===== src/rtl/escalonador_semaforo.sv =====
// Round-robin green-phase scheduler for a 4-approach intersection with a latched pedestrian phase.
// Optional feature macro: GREEN_EXTEND_EN (green extension while the served approach keeps requesting).
module escalonador_semaforo #(
    parameter logic [7:0] T_VERDE_RST    = 8'd4,
    parameter logic [7:0] T_AMARELO_RST  = 8'd2,
    parameter logic [7:0] T_VERMELHO_RST = 8'd1,
    parameter logic [7:0] T_PEDESTRE_RST = 8'd3
`ifdef GREEN_EXTEND_EN
    ,
    parameter int MAX_EXT = 2
`endif
) (
    input  logic        clk,
    input  logic        rst,
    input  logic [3:0]  req,
    input  logic        bt,
    input  logic        cfg_we,
    input  logic [1:0]  cfg_addr,
    input  logic [7:0]  cfg_data,
    output logic [11:0] luz,
    output logic        ped_luz,
    output logic [1:0]  grant,
    output logic        busy
);

    typedef enum logic [2:0] {IDLE, GREEN, YELLOW, PED, ALL_RED} state_t;

    localparam logic [2:0] L_VERDE    = 3'b001;
    localparam logic [2:0] L_AMARELO  = 3'b010;
    localparam logic [2:0] L_VERMELHO = 3'b100;

    state_t      state_reg, state_next;
    logic [7:0]  timer_reg, timer_next;
    logic [1:0]  grant_reg, grant_next;
    logic [3:0]  pend_reg, pend_next, pend_clr;
    logic        ped_pend_reg, ped_pend_next, ped_clr;
    logic [11:0] luz_reg, luz_next;
    logic        ped_luz_reg, busy_reg;
    logic [1:0]  sel;
    logic        extend;
    logic [7:0]  cfg_reg [4];

    // A programmed duration of 0 behaves as 1 cycle.
    function automatic logic [7:0] load_val(input logic [7:0] d);
        return (d == 8'd0) ? 8'd0 : d - 8'd1;
    endfunction

    always_ff @(posedge clk) begin
        if (rst) begin
            cfg_reg[0] <= T_VERDE_RST;
            cfg_reg[1] <= T_AMARELO_RST;
            cfg_reg[2] <= T_VERMELHO_RST;
            cfg_reg[3] <= T_PEDESTRE_RST;
        end else if (cfg_we) begin
            cfg_reg[cfg_addr] <= cfg_data;
        end
    end

    // First pending approach after the last granted one, wrapping around.
    always_comb begin
        sel = grant_reg;
        for (int k = 4; k >= 1; k--) begin
            if (pend_reg[grant_reg + 2'(k)]) begin
                sel = grant_reg + 2'(k);
            end
        end
    end

`ifdef GREEN_EXTEND_EN
    logic [1:0] ext_cnt_reg, ext_cnt_next;

    assign extend = req[grant_reg]
                 && ((pend_reg & ~(4'b0001 << grant_reg)) == 4'b0000)
                 && !ped_pend_reg
                 && (ext_cnt_reg < 2'(MAX_EXT));

    always_ff @(posedge clk) begin
        if (rst) begin
            ext_cnt_reg <= 2'd0;
        end else begin
            ext_cnt_reg <= ext_cnt_next;
        end
    end
`else
    assign extend = 1'b0;
`endif

    always_comb begin
        state_next = state_reg;
        timer_next = timer_reg;
        grant_next = grant_reg;
        pend_clr   = 4'b0000;
        ped_clr    = 1'b0;
`ifdef GREEN_EXTEND_EN
        ext_cnt_next = ext_cnt_reg;
`endif
        case (state_reg)
            IDLE: begin
                if (ped_pend_reg) begin
                    state_next = PED;
                    timer_next = load_val(cfg_reg[3]);
                    ped_clr    = 1'b1;
                end else if (pend_reg != 4'b0000) begin
                    state_next = GREEN;
                    grant_next = sel;
                    timer_next = load_val(cfg_reg[0]);
                    pend_clr   = 4'b0001 << sel;
`ifdef GREEN_EXTEND_EN
                    ext_cnt_next = 2'd0;
`endif
                end
            end
            GREEN: begin
                if (timer_reg != 8'd0) begin
                    timer_next = timer_reg - 8'd1;
                end else if (extend) begin
                    timer_next = load_val(cfg_reg[0]);
`ifdef GREEN_EXTEND_EN
                    ext_cnt_next = ext_cnt_reg + 2'd1;
`endif
                end else begin
                    state_next = YELLOW;
                    timer_next = load_val(cfg_reg[1]);
                end
            end
            YELLOW, PED: begin
                if (timer_reg != 8'd0) begin
                    timer_next = timer_reg - 8'd1;
                end else begin
                    state_next = ALL_RED;
                    timer_next = load_val(cfg_reg[2]);
                end
            end
            ALL_RED: begin
                if (timer_reg != 8'd0) begin
                    timer_next = timer_reg - 8'd1;
                end else begin
                    state_next = IDLE;
                end
            end
            default: state_next = IDLE;
        endcase
    end

    // A new request wins over the clear at green entry; the button is ignored during the walk.
    assign pend_next     = (pend_reg & ~pend_clr) | req;
    assign ped_pend_next = ped_clr ? 1'b0
                         : (state_reg == PED) ? ped_pend_reg
                         : (ped_pend_reg | bt);

    generate
        for (genvar gi = 0; gi < 4; gi++) begin : g_luz
            assign luz_next[3*gi +: 3] =
                (state_next == GREEN  && grant_next == 2'(gi)) ? L_VERDE :
                (state_next == YELLOW && grant_next == 2'(gi)) ? L_AMARELO :
                L_VERMELHO;
        end
    endgenerate

    always_ff @(posedge clk) begin
        if (rst) begin
            state_reg    <= IDLE;
            timer_reg    <= 8'd0;
            grant_reg    <= 2'd3;
            pend_reg     <= 4'b0000;
            ped_pend_reg <= 1'b0;
            luz_reg      <= {4{L_VERMELHO}};
            ped_luz_reg  <= 1'b0;
            busy_reg     <= 1'b0;
        end else begin
            state_reg    <= state_next;
            timer_reg    <= timer_next;
            grant_reg    <= grant_next;
            pend_reg     <= pend_next;
            ped_pend_reg <= ped_pend_next;
            luz_reg      <= luz_next;
            ped_luz_reg  <= (state_next == PED);
            busy_reg     <= (state_next != IDLE);
        end
    end

    assign luz     = luz_reg;
    assign ped_luz = ped_luz_reg;
    assign grant   = grant_reg;
    assign busy    = busy_reg;

endmodule


===== config.mk =====
export PLATFORM = sky130hd
export DESIGN_NAME = escalonador_semaforo
export DESIGN_NICKNAME = d
export VERILOG_FILES = /design/src/rtl/escalonador_semaforo.sv
export SDC_FILE = /design/constraint.sdc
export NUM_CORES = 1
export LEC_CHECK = 0
export CAP_MARGIN = 10
export CORE_AREA = 2 2 87 89
export CTS_BUF_LIST = sky130_fd_sc_hd__clkbuf_8
export DETAILED_ROUTE_END_ITERATION = 12
export DIE_AREA = 0 0 89 91
export PLACE_DENSITY = 0.86
export REMOVE_ABC_BUFFERS = 1
export SLEW_MARGIN = 20
export SYNTH_ARGS = -nofsm -noshare
export SYNTH_HDL_FRONTEND = slang
export SYNTH_SLANG_ARGS = --single-unit

===== constraint.sdc =====
create_clock -name clk -period 1.9 [get_ports clk]
set_input_delay 0.19 -clock clk [delete_from_list [all_inputs] [get_ports clk]]
set_output_delay 0.19 -clock clk [all_outputs]
set_load 0.01 [all_outputs]

==> results of run 1 <==
==> area by class of cell <==
class | instances | area share
Clock buffer | 10 | 0.02703
Clock inverter | 6 | 0.02113
Multi-Input combinational cell | 296 | 0.4273
Inverter | 20 | 0.01523
Tap cell | 99 | 0.02432
Sequential cell | 64 | 0.3155
Timing Repair Buffer | 102 | 0.1695
==> worst max-delay path by stage <==
stage	start	endpoint	slack, ns	depth (start not counted)
2_1_floorplan	cfg_reg[2][0]$_SDFFCE_PN1P_	timer_reg[7]$_SDFFE_PP0P_	-0.11	6
3_3_place_gp	cfg_reg[2][0]$_SDFFCE_PN1P_	timer_reg[7]$_SDFFE_PP0P_	-0.17	6
3_5_place_dp	cfg_reg[2][0]$_SDFFCE_PN1P_	timer_reg[7]$_SDFFE_PP0P_	-0.27	6
4_1_cts	cfg_reg[2][0]$_SDFFCE_PN1P_	timer_reg[2]$_SDFFE_PP0P_	-0.20	8
5_1_grt	cfg_reg[2][0]$_SDFFCE_PN1P_	timer_reg[7]$_SDFFE_PP0P_	-0.50	7
6_report	cfg_reg[2][0]$_SDFFCE_PN1P_	timer_reg[7]$_SDFFE_PP0P_	-0.42	7
==> cells in the mapped netlist, drive strengths merged <==
cell type	count
nand2	28
a211o	3
a22oi	3
a31oi	3
a22o	1
o31a	1
o22ai	9
o41ai	2
nor2b	4
or4	8
a211oi	3
nand3b	1
inv	20
o31ai	2
edfxtp	32
nand3	9
buf	7
nor4b	3
a32o	2
nor4	6
nor2	37
a21oi	24
and2	28
and3	1
mux2	1
xor2	7
clkbuf	6
or3	1
or2	6
or3b	2
xnor2	15
nor3b	5
a31o	2
ha	10
o21ai	21
o221ai	6
a2bb2oi	1
nand2b	14
nor3	13
dfxtp	32
mux2i	5
a21o	9
==> per-layer routing <==
layer	track usage	vias up	routed length, µm
met5	0	-	0
met3	0.06545	81	909
met4	0.1194	0	634
met2	0.4316	245	5672
met1	0.3071	1648	4103
li1	-	1610	-
==> logic make-up after synthesis <==
family	share of synthesized area
adder cells (fa/ha/maj)	0.03413
flip-flops	0.4369
AND/OR/NAND/NOR	0.2512
AO/OA/AOI/OAI	0.1672
buffers and inverters	0.04129
multiplexers	0.01672
XOR/XNOR	0.05256
==> layout by cell type (no fill, tap or decap), types with 8 or more instances in the layout <==
cell,n
buf_4,65
clkdlybuf4s50_1,33
nor2_1,32
edfxtp_1,32
and2_1,28
dfxtp_1,28
nand2_1,24
a21oi_1,21
inv_1,17
xnor2_1,14
nand2b_1,13
nor3_1,11
clkbuf_8,10
o21ai_1,9
a21o_1,9
o21ai_0,8
o22ai_1,8
==> power by group <==
part / leakage [µW] / switching [µW] / internal (µW)
Sequential: 0.000577 / 239 / 1690
Clock: 0.000128 / 572 / 903
Combinational: 0.00129 / 1860 / 1570
Total: 0.00199 / 2680 / 4160
==> worst max-delay path: cells and delay by family, from the launching register on <==
kind	cells	cell delay [ns]
AND/OR/NAND/NOR	2	0.74
AO/OA/AOI/OAI	3	0.64
flip-flops	1	0.45
multiplexers	1	0.26
buffers and inverters	1	0.15
==> repair_timing <==
item,CTS,global route
endpoints found under the setup margin,20,17
pin swaps,11,21
gates resized for setup,21,57
setup buffers,7,6
==> through the flow <==
stage | worst slack, ns | util
after floorplan | -0.1094 | -
after detailed placement | -0.2687 | 0.6255
after CTS | -0.1975 | 0.6802
final | -0.4159 | 0.7135
after global placement | -0.1697 | 0.6255
after global routing | -0.4966 | 0.7135
==> summary.md, run 1 <==
| Metric | Value |
|---|---|
| Peak VDD IR | `0.7111 mV` |
| Pre-Repair DR Iteration Count | `7` |
| Routed wire length | `11320 µm` |
| Post-synth top area cell | `edfxtp_1` |
| DIE HEIGHT | `roughly 90 µm` |
| Placement row count | `31` |
| Initial Util | `0.5137` |
| Number of synthesized register bits | `64` |
| Startpoint types | `register` |
| Critical path capture point type | `register` |
| Unrepaired setup endpoints after global routing | `yes` |
| Highest-delay cell along the critical path | `or4_4` |
| Syn-to-layout area delta | `38.91%` |
| Nets | `roughly 520` |
| R2r setup slk | `-0.42 ns` |
| CTS buffer count | `9` |
| Synth Cell Area | `0.003666 mm²` |
| Fillcell total | `approximately 470` |
| Area contributors post-synth | `edfxtp_1 (26%), dfxtp_1 (17%), and2_1 (4.8%)` |
| Worst min path class | `in2reg` |
| Final TNS setup | `-1.880 ns` |
| Clock Path Buffers | `2` |
| Period minus WS final | `around 2.3 ns` |
| Reg2Reg Depth | `7` |
| Syn. warnings | `0` |
| First-pass GRT wire length | `roughly 16000 µm` |
| H-tree depth | `3` |
| DRC | `0` |
| Placeable Area | `0.007137 mm²` |
| Tot GR Track Use | `0.2586` |
| WHS | `just under 0.4 ns` |
| Post-synthesis sequential area ratio | `0.4369` |
| Max Cap Viol | `0` |
| Hold Fails Final Rpt | `0` |
| RR Startpoint | `cfg_reg[2][0]$_SDFFCE_PN1P_` |
| Cell Chain, Critical Path | `buf_6, or4_4, nor4_2, mux2i_1, o221ai_1, a21o_1, a32o_1` |
| Final Non-Filler Cells | `597` |
| Hold Crit Start | `req[0]` |
| Die area | `0.008099 mm²` |
| Die width | `89 µm` |
| Layout cells sized above 1 | `0.3092` |
| Routed WL per cell | `18.96 µm` |
| Post-DP HPWL | `6809 µm` |
| Max Freq | `about 430 MHz` |
| Status | `finished, violations left` |
| Area of the multi-input gates | `0.002176 mm²` |
| Synth Area per Inst | `9.328 µm²` |
| Final Total Pwr | `between 6000 and 7000 µW` |
| Vias per cell | `6.003` |
| Post-Syn Instances | `393` |
| 1st-iter DRT viols | `just over 500` |
| Worst Path Class, Setup | `reg2reg` |
| Synth cell types | `54` |
| Worst path arrival time | `2.58 ns` |
| PwrDens | `1343 mW/mm²` |
| Setup violations, final | `8` |
| Critical path peak fanout | `3` |
| # port buffers | `33` |
| Required @ worst endpoint | `2.16 ns` |
| CTS tree | `built` |
| LEAKAGE | `about 0.0020 µW` |
| Final Worst Setup Slack | `-0.4159 ns` |
| Final cycle utilization of the critical path | `1.219` |
| RR Endpoint | `timer_reg[7]$_SDFFE_PP0P_` |
| Slew Limit Headroom | `0.6915` |
| Cell total after placement | `568` |
| Failing checks | `setup timing` |
| Final max-slew violation count | `0` |
| Largest stage delay on the critical path | `0.53 ns` |
| Worst hold endpoint | `pend_reg[0]$_SDFF_PP0_` |
| Vias in the first global route | `between 3000 and 4000` |
| Initial antenna violation count | `0` |
| Diode count | `0` |
| Synth top area share | `0.2621` |
| Final Wtd Congestion | `0.9363` |
| Placed Area | `0.004464 mm²` |
| Clock latency on the worst-skew pair | `around 0.36 ns` |
| Largest net degree at the start of global routing | `17` |
| Worst Skew | `roughly 0.013 ns` |
| Clock transition at path regs | `about 0.080 ns` |
| Largest register FFs | `32` |
| Hold path depth | `3` |
| GR Overflow Total | `0` |
| Total number of vias | `3584` |
| Final Cell Area | `0.005092 mm²` |
| Final ANT Viol Nets | `0` |
| Hold_buf cts | `0` |
| Register area | `0.001607 mm²` |
| Worst-margin pin slew | `around 0.46 ns` |
| Root Buffer | `clkbuf_8` |
| I/O pin count | `34` |
| CTS Sinks | `64` |
(Power assumes the default switching activity.)
==> run 2: changes to the inputs <==
--- a/config.mk
+++ b/config.mk
@@ -8,6 +8,7 @@
 export CAP_MARGIN = 10
 export CORE_AREA = 2 2 87 89
 export CTS_BUF_LIST = sky130_fd_sc_hd__clkbuf_8
+export CTS_CLUSTER_DIAMETER = 120
 export DETAILED_ROUTE_END_ITERATION = 12
 export DIE_AREA = 0 0 89 91
 export PLACE_DENSITY = 0.86
==> results of run 2 <==
Final layout, timing and power as in run 1 (identical DEF).
